==> config.mk <==
export PLATFORM = sky130hd
export DESIGN_NAME = serial_adder
export DESIGN_NICKNAME = d
export VERILOG_FILES = /design/src/rtl/serial_adder.sv
export SDC_FILE = /design/constraint.sdc
export NUM_CORES = 1
export LEC_CHECK = 0
export ABC_CLOCK_PERIOD_IN_PS = 2000
export BUFFER_PORTS_ARGS = -buffer_cell sky130_fd_sc_hd__buf_2
export CORE_AREA = 2 2 61 63
export CTS_CLUSTER_DIAMETER = 50
export DETAILED_ROUTE_END_ITERATION = 8
export DIE_AREA = 0 0 63 65
export PLACE_DENSITY = 0.75
export RECOVER_POWER = 25
export SYNTH_ARGS = -nofsm -noshare
export SYNTH_HDL_FRONTEND = slang
export SYNTH_SLANG_ARGS = --single-unit
export TNS_END_PERCENT = 10
==> constraint.sdc <==
create_clock -name clk -period 2 [get_ports clk]
set_input_delay 0.6 -clock clk [delete_from_list [all_inputs] [get_ports clk]]
set_output_delay 0.6 -clock clk [all_outputs]
set_load 0.05 [all_outputs]
==> src/rtl/serial_adder.sv <==
// ---------------------------------------------------------------------------
// serial_adder
//
// Digit-serial WIDTH-bit adder/subtractor. Operands are captured on an
// accepted start and consumed DIGIT bits per clock, least significant digit
// first, with the inter-digit carry kept in a register. The result, carry out
// and signed overflow are written on the last-digit edge together with a
// one-cycle done pulse. They hold until the next operation completes.
//
// Parameters
//   WIDTH  operand/result width (>= 2)
//   DIGIT  bits processed per clock; must divide WIDTH exactly
//
// Ports
//   clk    in   rising-edge clock
//   rst    in   asynchronous reset, active-high
//   start  in   request, sampled only while idle
//   sub    in   0: a+b+cin, 1: a-b (cin ignored)
//   a, b   in   WIDTH-bit operands, captured on accepted start
//   cin    in   carry in, captured on accepted start
//   busy   out  high while an operation is in progress
//   done   out  one-cycle pulse when sum/cout/ovf have been updated
//   sum    out  WIDTH-bit registered result
//   cout   out  carry out of the MSB
//   ovf    out  signed overflow (carry into MSB xor carry out of MSB)
// ---------------------------------------------------------------------------
module serial_adder #(
  parameter int WIDTH = 8,
  parameter int DIGIT = 1
) (
  input  logic             clk,
  input  logic             rst,
  input  logic             start,
  input  logic             sub,
  input  logic [WIDTH-1:0] a,
  input  logic [WIDTH-1:0] b,
  input  logic             cin,
  output logic             busy,
  output logic             done,
  output logic [WIDTH-1:0] sum,
  output logic             cout,
  output logic             ovf
);

  localparam int NDIG  = WIDTH / DIGIT;
  localparam int CNT_W = (NDIG > 1) ? $clog2(NDIG) : 1;
  localparam logic [CNT_W-1:0] LAST = CNT_W'(NDIG - 1);

  if (WIDTH < 2 || DIGIT < 1 || (WIDTH % DIGIT) != 0) begin : g_bad_param
    $error("serial_adder: WIDTH must be >= 2 and a multiple of DIGIT");
  end

  typedef enum logic {S_IDLE, S_RUN} state_t;

  state_t           r_state;
  logic [WIDTH-1:0] r_a;
  logic [WIDTH-1:0] r_b;
  logic [WIDTH-1:0] r_acc;
  logic             r_carry;
  logic [CNT_W-1:0] r_cnt;

  logic [DIGIT:0]   w_dsum;
  logic             w_cmsb;
  logic [WIDTH-1:0] w_acc_next;
  logic             w_last;

  // One digit of the addition; bit DIGIT is the carry out of this digit.
  assign w_dsum = {1'b0, r_a[DIGIT-1:0]} + {1'b0, r_b[DIGIT-1:0]}
                + {{DIGIT{1'b0}}, r_carry};

  // Carry into the top bit of the digit, recovered from the sum bit and the
  // two operand bits. On the last digit this is the carry into bit WIDTH-1.
  assign w_cmsb = r_a[DIGIT-1] ^ r_b[DIGIT-1] ^ w_dsum[DIGIT-1];

  // New digit enters from the MSB side, so after NDIG digits the first digit
  // has reached the LSB position.
  assign w_acc_next = (r_acc >> DIGIT)
                    | (WIDTH'(w_dsum[DIGIT-1:0]) << (WIDTH - DIGIT));

  assign w_last = (r_cnt == LAST);
  assign busy   = (r_state == S_RUN);

  always_ff @(posedge clk or posedge rst) begin
    if (rst) begin
      r_state <= S_IDLE;
      r_a     <= '0;
      r_b     <= '0;
      r_acc   <= '0;
      r_carry <= 1'b0;
      r_cnt   <= '0;
      done    <= 1'b0;
      sum     <= '0;
      cout    <= 1'b0;
      ovf     <= 1'b0;
    end else begin
      done <= 1'b0;
      if (r_state == S_IDLE) begin
        if (start) begin
          // Subtraction is a + ~b + 1: invert b and force the initial carry.
          r_a     <= a;
          r_b     <= sub ? ~b : b;
          r_carry <= sub | cin;
          r_cnt   <= '0;
          r_state <= S_RUN;
        end
      end else begin
        r_a     <= r_a >> DIGIT;
        r_b     <= r_b >> DIGIT;
        r_carry <= w_dsum[DIGIT];
        r_acc   <= w_acc_next;
        r_cnt   <= r_cnt + 1'b1;
        if (w_last) begin
          r_state <= S_IDLE;
          sum     <= w_acc_next;
          cout    <= w_dsum[DIGIT];
          ovf     <= w_cmsb ^ w_dsum[DIGIT];
          done    <= 1'b1;
        end
      end
    end
  end

endmodule

==> flow_metrics.env <==
export IMPL_routed_wirelength_mm=2.747
export IMPL_drt_iter0_markers=31
export IMPL_clk_pin_slew_ns=0.11
export IMPL_fin_util=0.5748
export IMPL_routed_via_density=5.023
export IMPL_overflow=0
export IMPL_ctsHoldBuffers=0
export IMPL_ctsResizeCount=0
export IMPL_rr_worst_depth=4
export IMPL_cp_depth=1
export IMPL_cts_max_path_buffers=2
export IMPL_slew_headroom=0.3811
export IMPL_holdPathStages=2
export IMPL_max_cap_violations=0
export IMPL_start_kind="register"
export IMPL_r2r_start="r_a[0]$_DFFE_PP0P_"
export IMPL_fp_dieW_microns=63
export IMPL_arrival_ns=0.97
export IMPL_io_pins=33
export IMPL_syn_mean_instance_area_sq_um=12.69
export IMPL_core_region_area_sq_um=3496
export IMPL_leakage_nw=1.042
export IMPL_placed_area_sq_um=1943
export IMPL_finalSetupViolations=0
export IMPL_holdWs_ns=0.4926
export IMPL_syn_to_final_growth_pct=13.10
export IMPL_worstSkewPairLatency_ns=0.34
export IMPL_synth_nets=164
export IMPL_syn_area_sq_um=1777
export IMPL_htreeDepth=2
export IMPL_ant_nets=0
export IMPL_power_density_nw_per_um2=1561
export IMPL_worstSetupPathType="register to output port"
export IMPL_cts_tree="done"
export IMPL_fmax_mhz=636.1
export IMPL_period_minus_slack_ns=1.572
export IMPL_dp_cells=213
export IMPL_grt_max_degree=46
export IMPL_path_cells="buf_2"
export IMPL_finalWorstSetupSlack_ns=0.4280
export IMPL_num_vias=1110
export IMPL_cp_max_fo=2
export IMPL_vdd_drop_max_uv=523.4
export IMPL_rsz0062_at_grt="no"
export IMPL_post_place_ws_ns=0.3492
export IMPL_setup_tns_final_ns=0
export IMPL_clock_sinks=39
export IMPL_ys_ff_latch=39
export IMPL_fin_nets=196
export IMPL_yosysUniqueCellTypes=21
export IMPL_antennaDiodeCount=0
export IMPL_final_fill_count=308
export IMPL_outcome="complete, no violations"
export IMPL_min_period_over_period=0.7860
export IMPL_yosysSeqAreaShare=0.5493
export IMPL_cpMaxStageDelayCell="dfrtp_1"
export IMPL_yosys_warnings=0
export IMPL_drive_gt1_frac=0.3353
export IMPL_post_dp_hpwl_mm=1.934
export IMPL_fp_dieArea_sq_um=4095
export IMPL_gr_usage_all_layers=0.1636
export IMPL_finalHoldViolCount=0
export IMPL_end_kind="output port"
export IMPL_synthCells=140
export IMPL_grt_pass1_wl_mm=5.050
export IMPL_grt_pass1_vias=1125
export IMPL_max_stage_delay_ns=0.37
export IMPL_postLayoutCellArea_sq_um=2009
export IMPL_gp_congestion=0.6977
export IMPL_wl_per_cell_microns=12.43
export IMPL_drc=0
export IMPL_critPathLaunch="sum[4]$_DFFE_PP0P_"
export IMPL_worstPathRequired_ns=1.40
export IMPL_worst_slew_pin_slew_ns=0.9283
export IMPL_dr_pass1_iters=4
export IMPL_total_power_mw=3.137
export IMPL_crit_family="flip-flops"
export IMPL_cts_buffers=5
export IMPL_skew_ns=0.007517
export IMPL_cts_setup_buffers=0
export IMPL_hold_start="r_b[4]$_DFFE_PP0P_"
export IMPL_maxSlewViolCount=0
export IMPL_antenna_found_initial=0
export IMPL_root_buffer="clkbuf_4"
export IMPL_final_instance_count_excl_fill=221
export IMPL_row_count=22
export IMPL_start_util=0.5082
export IMPL_die_h_microns=65
export IMPL_port_buffers=32
export IMPL_hold_class="register to register"
export IMPL_path_buf_inv=1
## layout by cell type, fill, tap and decap left out, drive strengths merged
cell / count
dfrtp: 39
buf: 33
nand2: 18
mux2i: 17
mux2: 16
o21ai: 15
clkbuf: 9
xor2: 7
xnor2: 4
nor2: 4
inv: 3
a22o: 2
ha: 2
a211oi: 1
nor3: 1
o31ai: 1
fa: 1
## per-layer routing
metal / vias to the layer above / part of all wire / GRT usage
met2: 31 / 0.48 / 0.2686
met5: - / 0 / 0
met4: 0 / 0.020 / 0.06667
li1: 535 / - / -
met1: 538 / 0.45 / 0.2002
met3: 6 / 0.055 / 0.05208
## area by class of cell
cell class / count / area, sq um / area share
clock buffer: 8 / 68.82 / 0.03425
inverter: 3 / 11.26 / 0.005604
multi-input combinational: 89 / 720.7 / 0.3587
sequential: 39 / 975.9 / 0.4857
tap: 48 / 60.06 / 0.02989
timing repair buffer: 34 / 172.7 / 0.08593
## power by group
group	switching (mW)	leakage, nW	internal, mW	total (mW)
logic	0.819	0.504	0.566	1.39
registers	0.188	0.499	1.12	1.31
clock network	0.239	0.0386	0.207	0.446
## synth_stat cells (all sizes together)
master | count | area (sq um)
a22o | 2 | 17.52
o31ai | 1 | 7.510
ha | 2 | 25.02
fa | 1 | 20.02
nand2 | 18 | 75.07
a211oi | 1 | 7.510
clkbuf | 2 | 7.510
xnor2 | 4 | 35.03
nor2 | 4 | 15.01
o21ai | 15 | 75.07
inv | 3 | 11.26
dfrtp | 39 | 975.9
nor3 | 1 | 5.000
xor2 | 7 | 61.31
buf | 7 | 61.30
mux2i | 17 | 170.2
mux2 | 16 | 206.5
## kinds of logic after synthesis
kind of cell               after synthesis  synth area share
xor gates and xnor gates                11           0.05422
buffers and inverters                   12           0.04507
DFF                                     39            0.5493
adders and majority gates                3           0.02535
and+or+nand+nor                         23           0.05351
AOI/OAI and AO/OA                       19           0.06057
muxes                                   33            0.2120
## final timing paths
check | endpoint | slack, ns
worst max-delay path | sum[4] | 0.43
worst min-delay path | r_b[3]$_DFFE_PP0P_ | 0.49
worst max register to register | ovf$_DFFE_PP0P_ | 0.45
worst min register to register | r_b[3]$_DFFE_PP0P_ | 0.49
max in group asynchronous | r_a[1]$_DFFE_PP0P_ | 0.90
min in group asynchronous | sum[1]$_DFFE_PP0P_ | 0.52
## flip-flops by register name, indices dropped and copies added (netlist names)
register and flops:
r_carry 1, ovf 1, busy 1, sum 8, r_cnt 3, cout 1
r_a 8, r_b 8, done 1, r_acc 7
(Power assumes the default switching activity.)
